## config.mk

```make
export PLATFORM = sky130hd
export DESIGN_NAME = display_capture
export DESIGN_NICKNAME = d
export VERILOG_FILES = /design/src/rtl/display_capture_pkg.sv /design/src/rtl/display_capture_freq.sv /design/src/rtl/display_capture.sv
export SDC_FILE = /design/constraint.sdc
export NUM_CORES = 1
export LEC_CHECK = 0
export BUFFER_PORTS_ARGS = -buffer_cell sky130_fd_sc_hd__clkbuf_2
export CORE_MARGIN = 3
export CORE_UTILIZATION = 45
export CTS_BUF_LIST = sky130_fd_sc_hd__clkbuf_8
export CTS_CLUSTER_DIAMETER = 120
export DETAILED_ROUTE_END_ITERATION = 16
export HOLD_SLACK_MARGIN = 0.02
export PLACE_DENSITY = 0.69
export SETUP_SLACK_MARGIN = 0.05
export SYNTH_ARGS = -nofsm -noshare
export SYNTH_HDL_FRONTEND = slang
export SYNTH_HIERARCHICAL = 1
export SYNTH_SLANG_ARGS = --single-unit
```

## constraint.sdc

```tcl
create_clock -name ck100MHz -period 2.6 [get_ports ck100MHz]
set_clock_uncertainty 0.2 [all_clocks]
set_input_delay 0.13 -clock ck100MHz [delete_from_list [all_inputs] [get_ports ck100MHz]]
set_output_delay 0.13 -clock ck100MHz [all_outputs]
set_load 0.01 [all_outputs]
```

## src/rtl/display_capture_pkg.sv

```systemverilog
// Shared widths, scaling constants and capture-FSM encoding for the display feeder.
package display_capture_pkg;

    localparam int cstTimeW       = 8;
    localparam int cstAddrW       = 10;
    localparam int cstSampleW     = 12;
    localparam int cstMagW        = 16;
    localparam int cstScaleOffset = 2048;
    localparam int cstScaleShift  = 5;

    typedef enum logic [1:0] {
        ARM       = 2'd0,
        WAIT_TRIG = 2'd1,
        CAPTURE   = 2'd2,
        HOLDOFF   = 2'd3
    } capState_t;

endpackage

```

## src/rtl/display_capture_freq.sv

```systemverilog
// Frequency path: tracks the FFT bin index and writes scaled, saturated magnitudes.
module freq_bin_writer
    import display_capture_pkg::*;
#(
    parameter int cstFreqBins  = 100,
    parameter int cstFreqShift = 6
) (
    input  logic                ck100MHz,
    input  logic                rstLow,
    input  logic                flgFreqValid,
    input  logic                flgFreqFirst,
    input  logic [cstMagW-1:0]  freqMag,
    input  logic                flgFreeze,
    output logic                weaFreq,
    output logic [cstAddrW-1:0] addraFreq,
    output logic [cstTimeW-1:0] dinaFreq
);

    localparam logic [cstAddrW-1:0] cstBinLimit = cstAddrW'(cstFreqBins);

    logic                freqSeen;
    logic                seenNext;
    logic                wrFreq;
    logic [cstAddrW-1:0] binIdx;
    logic [cstAddrW-1:0] binIdxNext;

    function automatic logic [cstTimeW-1:0] satMag(input logic [cstMagW-1:0] mag);
        logic [cstMagW-1:0] shifted;
        shifted = mag >> cstFreqShift;
        return (|shifted[cstMagW-1:cstTimeW]) ? '1 : shifted[cstTimeW-1:0];
    endfunction

    // Index saturates at the bin limit so trailing bins of a long frame never wrap onto address 0.
    always_comb begin
        seenNext   = freqSeen;
        binIdxNext = binIdx;
        wrFreq     = 1'b0;
        if (flgFreqValid) begin
            if (flgFreqFirst) begin
                seenNext   = 1'b1;
                binIdxNext = '0;
                wrFreq     = !flgFreeze;
            end else if (freqSeen) begin
                if (binIdx < cstBinLimit) begin
                    binIdxNext = binIdx + cstAddrW'(1);
                end
                wrFreq = !flgFreeze && (binIdxNext < cstBinLimit);
            end
        end
    end

    always_ff @(posedge ck100MHz) begin
        if (!rstLow) begin
            freqSeen  <= 1'b0;
            binIdx    <= '0;
            weaFreq   <= 1'b0;
            addraFreq <= '0;
            dinaFreq  <= '0;
        end else begin
            freqSeen <= seenNext;
            binIdx   <= binIdxNext;
            weaFreq  <= wrFreq;
            if (wrFreq) begin
                addraFreq <= binIdxNext;
                dinaFreq  <= satMag(freqMag);
            end
        end
    end

endmodule

```

## src/rtl/display_capture.sv

```systemverilog
// Triggered oscilloscope capture of the audio stream plus FFT bin feeder for the display memories.
module display_capture
    import display_capture_pkg::*;
#(
    parameter int                           cstHorSize     = 800,
    parameter int                           cstFreqBins    = 100,
    parameter logic signed [cstSampleW-1:0] cstTrigLevel   = '0,
    parameter int                           cstTrigTimeout = 4096,
    parameter int                           cstHoldoff     = 256,
    parameter int                           cstFreqShift   = 6
) (
    input  logic                         ck100MHz,
    input  logic                         rstLow,
    input  logic                         flgSampleValid,
    input  logic signed [cstSampleW-1:0] sample,
    input  logic                         flgFreqValid,
    input  logic                         flgFreqFirst,
    input  logic [cstMagW-1:0]           freqMag,
    input  logic                         flgFreeze,
    output logic                         enaTime,
    output logic                         weaTime,
    output logic [cstAddrW-1:0]          addraTime,
    output logic [cstTimeW-1:0]          dinaTime,
    output logic                         weaFreq,
    output logic [cstAddrW-1:0]          addraFreq,
    output logic [cstTimeW-1:0]          dinaFreq,
    output logic                         flgFrameDone,
    output logic                         flgTrigd
);

    localparam int cstCntW = 16;

    capState_t                    state;
    capState_t                    stateNext;
    logic [cstCntW-1:0]           cnt;
    logic [cstCntW-1:0]           cntNext;
    logic signed [cstSampleW-1:0] prev;
    logic                         trigHit;
    logic                         wrTime;
    logic                         doneNext;
    logic                         trigdNext;
    logic [cstAddrW-1:0]          addrNext;

    // Offset-binary conversion: adding the half-scale offset modulo 2^12 maps -2048..2047 to 0..4095.
    function automatic logic [cstTimeW-1:0] scaleTime(input logic signed [cstSampleW-1:0] s);
        logic [cstSampleW-1:0] biased;
        biased = s + cstSampleW'(cstScaleOffset);
        return cstTimeW'(biased >> cstScaleShift);
    endfunction

    assign trigHit = (prev < cstTrigLevel) && (sample >= cstTrigLevel);

    // One counter serves as trigger timeout, capture address and holdoff count.
    always_comb begin
        stateNext = state;
        cntNext   = cnt;
        wrTime    = 1'b0;
        doneNext  = 1'b0;
        trigdNext = flgTrigd;
        addrNext  = cnt[cstAddrW-1:0];
        if (flgSampleValid) begin
            unique case (state)
                ARM: begin
                    if (!flgFreeze) begin
                        cntNext   = '0;
                        stateNext = WAIT_TRIG;
                    end
                end
                WAIT_TRIG: begin
                    if (trigHit || (cnt == cstCntW'(cstTrigTimeout - 1))) begin
                        wrTime    = 1'b1;
                        addrNext  = '0;
                        trigdNext = trigHit;
                        cntNext   = cstCntW'(1);
                        stateNext = CAPTURE;
                    end else begin
                        cntNext = cnt + cstCntW'(1);
                    end
                end
                CAPTURE: begin
                    wrTime = 1'b1;
                    if (cnt == cstCntW'(cstHorSize - 1)) begin
                        doneNext  = 1'b1;
                        cntNext   = '0;
                        stateNext = HOLDOFF;
                    end else begin
                        cntNext = cnt + cstCntW'(1);
                    end
                end
                HOLDOFF: begin
                    if (cnt == cstCntW'(cstHoldoff - 1)) begin
                        cntNext   = '0;
                        stateNext = ARM;
                    end else begin
                        cntNext = cnt + cstCntW'(1);
                    end
                end
                default: stateNext = ARM;
            endcase
        end
    end

    always_ff @(posedge ck100MHz) begin
        if (!rstLow) begin
            state <= ARM;
        end else begin
            state <= stateNext;
        end
    end

    always_ff @(posedge ck100MHz) begin
        if (!rstLow) begin
            cnt          <= '0;
            prev         <= '0;
            enaTime      <= 1'b0;
            weaTime      <= 1'b0;
            addraTime    <= '0;
            dinaTime     <= '0;
            flgFrameDone <= 1'b0;
            flgTrigd     <= 1'b0;
        end else begin
            cnt          <= cntNext;
            enaTime      <= wrTime;
            weaTime      <= wrTime;
            flgFrameDone <= doneNext;
            flgTrigd     <= trigdNext;
            if (flgSampleValid) begin
                prev <= sample;
            end
            if (wrTime) begin
                addraTime <= addrNext;
                dinaTime  <= scaleTime(sample);
            end
        end
    end

    freq_bin_writer #(
        .cstFreqBins (cstFreqBins),
        .cstFreqShift(cstFreqShift)
    ) freqWriter (
        .ck100MHz    (ck100MHz),
        .rstLow      (rstLow),
        .flgFreqValid(flgFreqValid),
        .flgFreqFirst(flgFreqFirst),
        .freqMag     (freqMag),
        .flgFreeze   (flgFreeze),
        .weaFreq     (weaFreq),
        .addraFreq   (addraFreq),
        .dinaFreq    (dinaFreq)
    );

endmodule

```

==> summary by stage, run 1 <==
Critical path
Traced cell by cell, the critical path runs through ha_1 -> nand3_1 -> nor4_4 -> o21ai_2 -> a21o_1 -> a32o_1. Data arrives at the worst endpoint at ~2.4 ns. At the worst endpoint, the required time is around 2.6 ns. The slowest stage of the critical path belongs to the cell sky130_fd_sc_hd__dfxtp_1. The category of the critical setup timing path is flip-flop to flip-flop. In this design, the stage delay of the slowest critical-path cell is about 0.42 ns. The kind of launch point of the worst setup path is a flip-flop. STA classifies the critical path endpoint as a flip-flop. The top fanout value on the critical path is 10.

Yosys
The warning count from the yosys run is 6. The share of synthesized area in the top cell type comes to 0.427. The share of flip-flops with an asynchronous set or reset is 0. The post-synth design cell area is between 3000 and 4000 um^2. After synthesis the netlist holds a flip-flop and latch count of 69. After technology mapping, the gate count stands at 348. sky130_fd_sc_hd__dfxtp_1 takes more of the synthesized area than any other cell. In this run, distinct cell masters in the synthesized netlist total 57. The post-synth net total is between 300 and 400.

By area the synthesized netlist is led by sky130_fd_sc_hd__dfxtp_1 43%, sky130_fd_sc_hd__mux2i_1 5.9%, sky130_fd_sc_hd__nand2_1 5.1%. For this run, the register share of the synthesized area comes to 0.427. The average size of a mapped cell is about 9.3 um^2. The main flop type after synthesis is sky130_fd_sc_hd__dfxtp_1. The synthesized design contains 0 enable-type register cells.

Detailed routing
Once detail routing completed, the nets flagged for antenna violations numbered 0. After the first detailed-routing iteration, the DRC count stood at 158. The post-route met1 wirelength is roughly 3.2 mm. In the detailed route, the total length drawn on met2 is ~3.6 mm. The average via count per standard cell is ~5.3. In the final routed layout, each cell accounts on average for approximately 14 um. The pre-antenna-repair detailed-routing pass consisted of 5 iterations. Across all layers, the routed design uses ~2900 vias.

The final wirelength is 7.27 mm. The top routing layer in use is met4. The count of unresolved DRC violations after routing is 0. The sum of met3 wire segment lengths after detailed routing is 371 um.

Power and ir drop
The leakage dissipation is roughly 1.7 nW. The relative contribution of combinational cells to total power is 0.107. The switching power as a share of total power is 0.248. For this design the total switching power over the nets is ~530 uW. The power density relative to cell area is ~520 nW/um^2.

The peak supply drop is roughly 0.37 mV. Internal power comes to between 1.5 and 2 mW. The share of total power dissipated in the clock network is 0.384. The sequential group share of total power is 0.509.

Clocking
The root buffer cell is sky130_fd_sc_hd__clkbuf_8. The number of clock sinks is about 70. After clock tree synthesis, the repair step resized 0 gates. The number of clock buffers inserted by TritonCTS is 9.

The clock tree from TritonCTS is built. The number of buffers on the longest clock path is 2. The H-tree was split into 3 levels. Clock-pin slew was measured on the worst setup and hold paths at 0.07 ns. At the later pin of the worst-skew pair, clock insertion delay measures 0.33 ns.

Layout
The repair_antennas step left the layout with diodes totalling 0. The signed area change from the synthesized netlist to the final layout is 26.9%. Excluding fillers, the count of instances in the completed layout stands at 538. The share of post-route cells with drive strength above 1 is 0.251. At the end of the flow, the number of nets in the layout was 479.

Floorplanning
The total I/O pin count is 75. The overall die area is slightly above 8000 um^2. The floorplan step defined a core boundary enclosing around 6900 um^2. The die span in x is 90.8 um.

The floorplan has 30 rows. The initial utilization of the core area, before any placement, comes to 0.471. The die is about 91 um tall.

STA
Of the available clock period, the critical path in the final layout requires 0.903. The total negative slack is 0 ns. The hold violation count in the final report is 0.

The number of endpoints failing setup at the final stage is 0. The least setup slack across all paths after layout is 0.251 ns. Setup repair after global routing left no endpoint under its margin.

The maximum clock frequency is approximately 430 MHz. At the pin with the least slew margin, the transition time is roughly 0.58 ns. The worst slew margin relative to its limit is 0.607.

Subtracting the final worst setup slack from the clock period gives 2.35 ns. The final count of pins violating max slew is 0.

GRT
Entering global routing, the biggest net connects 70 pins. Across every metal layer, demand over resource in global routing totals 0.184. The number of global-route vias before repair is about 2700. The residual overflow from global routing is 0. The global-route wire length before repair is 12.6 mm.

The initial antenna violation count is 0.

Worst hold path
The class of the worst hold path is primary input to flip-flop.

Outcome
The flow ran to the end, and the final reports show no timing, DRC or antenna violations.

Run
The max-capacitance violation count is 0.

Placed design
The congestion estimate from routability-driven global placement came to around 0.87. Buffers placed on the I/O ports in this run total 62. In this run, placement finished with an instance count of around 500. The setup slack after placement is -0.116 ns. The half-perimeter wire length after detailed placement is 5.01 mm.
[cells in the final DEF, fill, tap and decap left out, types with 4 or more instances in the layout]
cell / n
sky130_fd_sc_hd__xor2_1: 7
sky130_fd_sc_hd__nand4_1: 10
sky130_fd_sc_hd__ha_1: 7
sky130_fd_sc_hd__mux2i_1: 19
sky130_fd_sc_hd__and3_1: 12
sky130_fd_sc_hd__dlygate4sd3_1: 17
sky130_fd_sc_hd__nor4b_1: 4
sky130_fd_sc_hd__clkbuf_8: 9
sky130_fd_sc_hd__dfxtp_1: 69
sky130_fd_sc_hd__nand3_1: 8
sky130_fd_sc_hd__nor2_1: 9
sky130_fd_sc_hd__nor3_1: 22
sky130_fd_sc_hd__xnor2_1: 6
sky130_fd_sc_hd__buf_4: 19
sky130_fd_sc_hd__mux2_1: 4
sky130_fd_sc_hd__o21ai_0: 15
sky130_fd_sc_hd__clkbuf_2: 62
sky130_fd_sc_hd__inv_1: 14
sky130_fd_sc_hd__a21oi_1: 7
sky130_fd_sc_hd__o21a_1: 6
sky130_fd_sc_hd__nand2_1: 44
sky130_fd_sc_hd__nor4_1: 4
sky130_fd_sc_hd__and2_1: 7
sky130_fd_sc_hd__a32o_1: 12
[metal layers]
metal | vias up | global-route usage
met5 | - | 0
met4 | 0 | 0.0678
met3 | 6 | 0.0417
met2 | 62 | 0.315
met1 | 1352 | 0.226
li1 | 1450 | -
[synthesized netlist by cell type, drive strengths merged (3+ instances only)]
library cell / count
a21boi: 4
a21oi: 9
a32o: 12
a41oi: 3
and2: 7
and3: 12
buf: 7
clkbuf: 15
dfxtp: 69
ha: 7
inv: 12
mux2: 4
mux2i: 19
nand2: 44
nand2b: 3
nand3: 8
nand4: 10
nor2: 9
nor2b: 3
nor3: 22
nor4: 6
nor4b: 5
o21a: 6
o21ai: 16
xnor2: 6
xor2: 7
[final cells by class]
type,count,area (um^2)
clock buffer,9,124
clock inverter,6,57.6
fill,640,2760
inverter,12,45.0
multi-input combinational,245,1690
sequential,69,1380
tap,96,120
timing repair buffer,101,683
[critical path: cells and delay by family (launching register included)]
kind / cells / cell delay [ns]
AO/OA/AOI/OAI: 3 / 0.80
AND/OR/NAND/NOR: 2 / 0.60
flip-flops: 1 / 0.42
adder cells (fa/ha/maj): 1 / 0.21
[power groups by stage]
stage	combinational [mW]	sequential (mW)	clock [mW]
after global placement	0.192	1.11	0
final	0.229	1.09	0.820
after detailed placement	0.196	1.11	0
after global routing	0.254	1.09	0.884
after CTS	0.229	1.09	0.846
after floorplan	0.124	1.11	0
[what timing repair did]
action	CTS	global route
buffers inserted	5	0
endpoints found under the hold margin	17	0
hold buffers	17	0
setup endpoints to repair	17	0
[metrics by stage]
stage	power, mW	hold WS [ns]	cell area [um^2]	util
global route	2.23	0.0720	4110	0.598
finish	2.14	0.0484	4110	0.598
global placement	1.30	0.160	3690	0.537
CTS	2.16	0.0372	4110	0.598
floorplan	1.24	0.0721	3230	-
detailed placement	1.31	0.170	3690	0.537
[worst paths after layout]
check / end / slack (ns) / from / depth (start not counted)
hold reg to reg: dinaTime[3]$_SDFFE_PN0P_ / 0.26 / dinaTime[3]$_SDFFE_PN0P_ / 2
setup reg to reg: addraTime[5]$_SDFFE_PN0P_ / 0.25 / cnt[0]$_SDFFE_PN0P_ / 6
setup / recovery: addraTime[5]$_SDFFE_PN0P_ / 0.25 / cnt[0]$_SDFFE_PN0P_ / 6
hold / removal: cnt[4]$_SDFFE_PN0P_ / 0.05 / flgFreeze / 5
[flip-flops by register name, summed over array words and instances, names as in the netlist]
signal                flops
cnt                      16
addraTime                10
freqWriter/addraFreq     10
freqWriter/binIdx        10
freqWriter/dinaFreq       8
dinaTime                  7
state                     2
flgFrameDone              1
flgTrigd                  1
freqWriter/freqSeen       1
freqWriter/weaFreq        1
prev                      1
weaTime                   1
[kinds of logic after synthesis]
group | Yosys count | synth area share
DFF | 69 | 0.427
muxes | 23 | 0.0727
adders and majority gates | 7 | 0.0271
other | 1 | 0.00116
xor gates and xnor gates | 13 | 0.0352
AOI/OAI and AO/OA | 66 | 0.162
and+or+nand+nor | 135 | 0.226
buffers and inverters | 34 | 0.0491
Power figures use the tool's default switching activity.
==> run 2, diff against run 1 <==
- clock period: 2.6 -> 2.4 ns (I/O delays scaled with it)
==> summary by stage, run 2 (synthesis gave the netlist of run 1 again) <==
Outcome
The flow ran to the end, and the final reports show no timing, DRC or antenna violations.

Worst hold path
The startpoint identified for the worst hold timing path is freqMag[14]. The worst hold path cell count is 4 (-1). The class of the worst hold path is primary input to flip-flop.

STA
The slew at the pin with the worst max-slew slack is 0.519 ns (-0.0620 ns). The final count of pins violating max slew was 0 (unchanged). The worst slew margin relative to its limit is 0.649 (+0.0419). The number of endpoints failing setup at the final stage is 0 (unchanged). The maximum clock frequency was 431 MHz (+1.3%). The total negative slack is 0 ns (unchanged). Setup repair after global routing could not meet its margin everywhere. The hold violation count in the final report is 0 (unchanged).

The period utilization is 0.966 (+0.0631). The minimum clock period is 2.32 ns (-0.0292 ns).

Floorplanning
The overall die area is 8240 um^2 (unchanged). The total I/O pin count came to 75 (unchanged). The core region area is 6870 um^2 (unchanged). The standard-cell row count is 30 (unchanged). The starting density of the core is 0.471 (unchanged).

The die span in x came to 90.8 um (unchanged). The die height was 90.8 um (unchanged).

Layout
Leaving out fill and tap cells, the most frequent cell in the layout is sky130_fd_sc_hd__dfxtp_1. The number of antenna cells inserted is 0 (unchanged). The share of post-route cells with drive strength above 1 was 0.265 (+0.0136). The number of flip-flops in the largest register is 16 (unchanged). cnt holds more flip-flops than any other register. The signed area change from the synthesized netlist to the final layout is 28.9%. The library cells used most frequently in the layout, excluding fill and tap cells, are 68 x sky130_fd_sc_hd__dfxtp_1, 62 x sky130_fd_sc_hd__clkbuf_2, 44 x sky130_fd_sc_hd__nand2_1. The net total in the final layout is 478 (-0.21%). The post-route core utilization is 0.607 (+0.00929).

Critical path
The worst setup path is captured at a flip-flop. The cell depth of the worst flop-to-flop path is 5 (-1). In this run the worst setup path terminates at state[0]$_SDFFE_PN0P_.

The worst setup path startpoint is cnt[12]$_SDFFE_PN0P_. The data arrival time of the critical path is 2.34 ns (-0.04 ns). The terminus of the critical flop-to-flop path is state[0]$_SDFFE_PN0P_. The top fanout value on the critical path was 4 (-6). The required time at the endpoint of the critical path was 2.42 ns (-0.21 ns). STA classifies the critical path startpoint as a flip-flop. The reg2reg setup slack is 0.08 ns (-0.17 ns). The startpoint identified for the worst register-to-register timing path is cnt[12]$_SDFFE_PN0P_. The worst setup path is of the flip-flop to flip-flop kind.

Power and ir drop
The power density relative to cell area is 577 nW/um^2 (+11%). The peak supply drop was 0.305 mV (-17%). The leakage dissipation came to 1.74 nW (+0.15%).

GRT
The number of global-route vias before repair is 2816 (+3.6%). The maximum number of pins on one net before global-route repair is 70 (unchanged). The overall track demand over capacity in global routing is 0.189 (+0.00541).

The global-route wire length before repair came to 13.0 mm (+3.1%). The residual overflow from global routing was 0 (unchanged). The initial antenna violation count was 0 (unchanged).

Clocking
The H-tree depth is 3 (unchanged). The number of buffers on the longest clock path is 2 (unchanged). The clock latency of the later-clocked register in the worst-skew pair came to 0.34 ns (about the same). The number of clock sinks was 69 (unchanged). TritonCTS built the clock tree. The clock-pin slew on the worst setup and hold paths was 0.07 ns (about the same).

In this run the clock root is driven by a sky130_fd_sc_hd__clkbuf_8. The number of clock buffers inserted by TritonCTS is 9 (unchanged).

Detailed routing
The final wirelength is 7.63 mm (+5.0%). The count of nets left with antenna violations after detail routing is 0 (unchanged). The via count is 2920 (+1.7%). The DRC marker count from the first detailed-route iteration is 109 (-31%). The count of unresolved DRC violations after routing is 0 (unchanged). The average wire per cell in the routed design is 14.2 um (+5.0%). The detailed-router iteration count before antenna repair was 4 (-1).

The average via count per standard cell is 5.43 (+1.7%).

Placed design
The half-perimeter wire length after detailed placement is 5.22 mm (+4.3%). The final estimated routing congestion in global placement was 0.891 (+2.6%). The count of buffers inserted at the top-level ports came to 62 (unchanged).

Run
The max-capacitance violation count is 0 (unchanged).
-- run 2: area by class of cell --
class | instances | area, um^2
timing repair buffer | 100 | 682
fill | 612 | 2700
tap | 96 | 120
inverter | 12 | 45.0
multi-input combinational | 245 | 1730
clock inverter | 5 | 58.8
sequential | 69 | 1380
clock buffer | 11 | 151
-- run 2: worst min path at each step --
| stage | end | slack [ns] |
|---|---|---|
| finish | freqWriter/dinaFreq[3]$_SDFFE_PN0P_ | 0.04 |
| global route | freqWriter/dinaFreq[7]$_SDFFE_PN0P_ | 0.07 |
| CTS | freqWriter/dinaFreq[3]$_SDFFE_PN0P_ | 0.03 |
| detailed placement | dinaTime[0]$_SDFFE_PN0P_ | 0.16 |
| global placement | dinaTime[1]$_SDFFE_PN0P_ | 0.15 |
| floorplan | dinaTime[0]$_SDFFE_PN0P_ | 0.06 |
-- run 2: per-layer routing --
layer | part of all wire | routed length [um] | track usage | vias to the layer above
met3 | 0.061 | 469 | 0.0575 | 19
met1 | 0.42 | 3220 | 0.229 | 1371
met4 | 0.021 | 161 | 0.0578 | 0
li1 | - | - | - | 1440
met5 | 0 | 0 | 0 | -
met2 | 0.50 | 3780 | 0.322 | 90
-- run 2: timing repair --
action                                 CTS  global route
endpoints found under the hold margin   21             0
hold buffers                            18             0
pin swaps                                0             5
setup endpoints to repair                6            37
gates resized for setup                  1            10
gates cloned                             0             0
buffers inserted                         0             3
-- run 2: critical path, stage by stage, from the launching register on --
cell and delay (ns):
sky130_fd_sc_hd__dfxtp_1 0.34, sky130_fd_sc_hd__or4_4 0.58, sky130_fd_sc_hd__nor4_4 0.36, sky130_fd_sc_hd__o21ai_0 0.19, sky130_fd_sc_hd__a2111o_1 0.41, sky130_fd_sc_hd__o211a_1 0.13
-- run 2: per-stage QoR --
| step | setup WS, ns | std cells | cell area, um^2 | total power [mW] | hold WS, ns |
|---|---|---|---|---|---|
| floorplan | 0.187 | 348 | 3230 | 1.34 | 0.0621 |
| global placement | 0.118 | 501 | 3700 | 1.42 | 0.150 |
| detailed placement | 0.0512 | 501 | 3700 | 1.42 | 0.159 |
| CTS | 0.0703 | 535 | 4100 | 2.43 | 0.0326 |
| global route | -0.00127 | 538 | 4170 | 2.52 | 0.0671 |
| finish | 0.0805 | 538 | 4170 | 2.41 | 0.0426 |
-- run 2: power by group --
group	internal [mW]	total, mW	switching [mW]
sequential	1.16	1.18	0.0133
combinational	0.113	0.252	0.138
clock	0.536	0.978	0.442
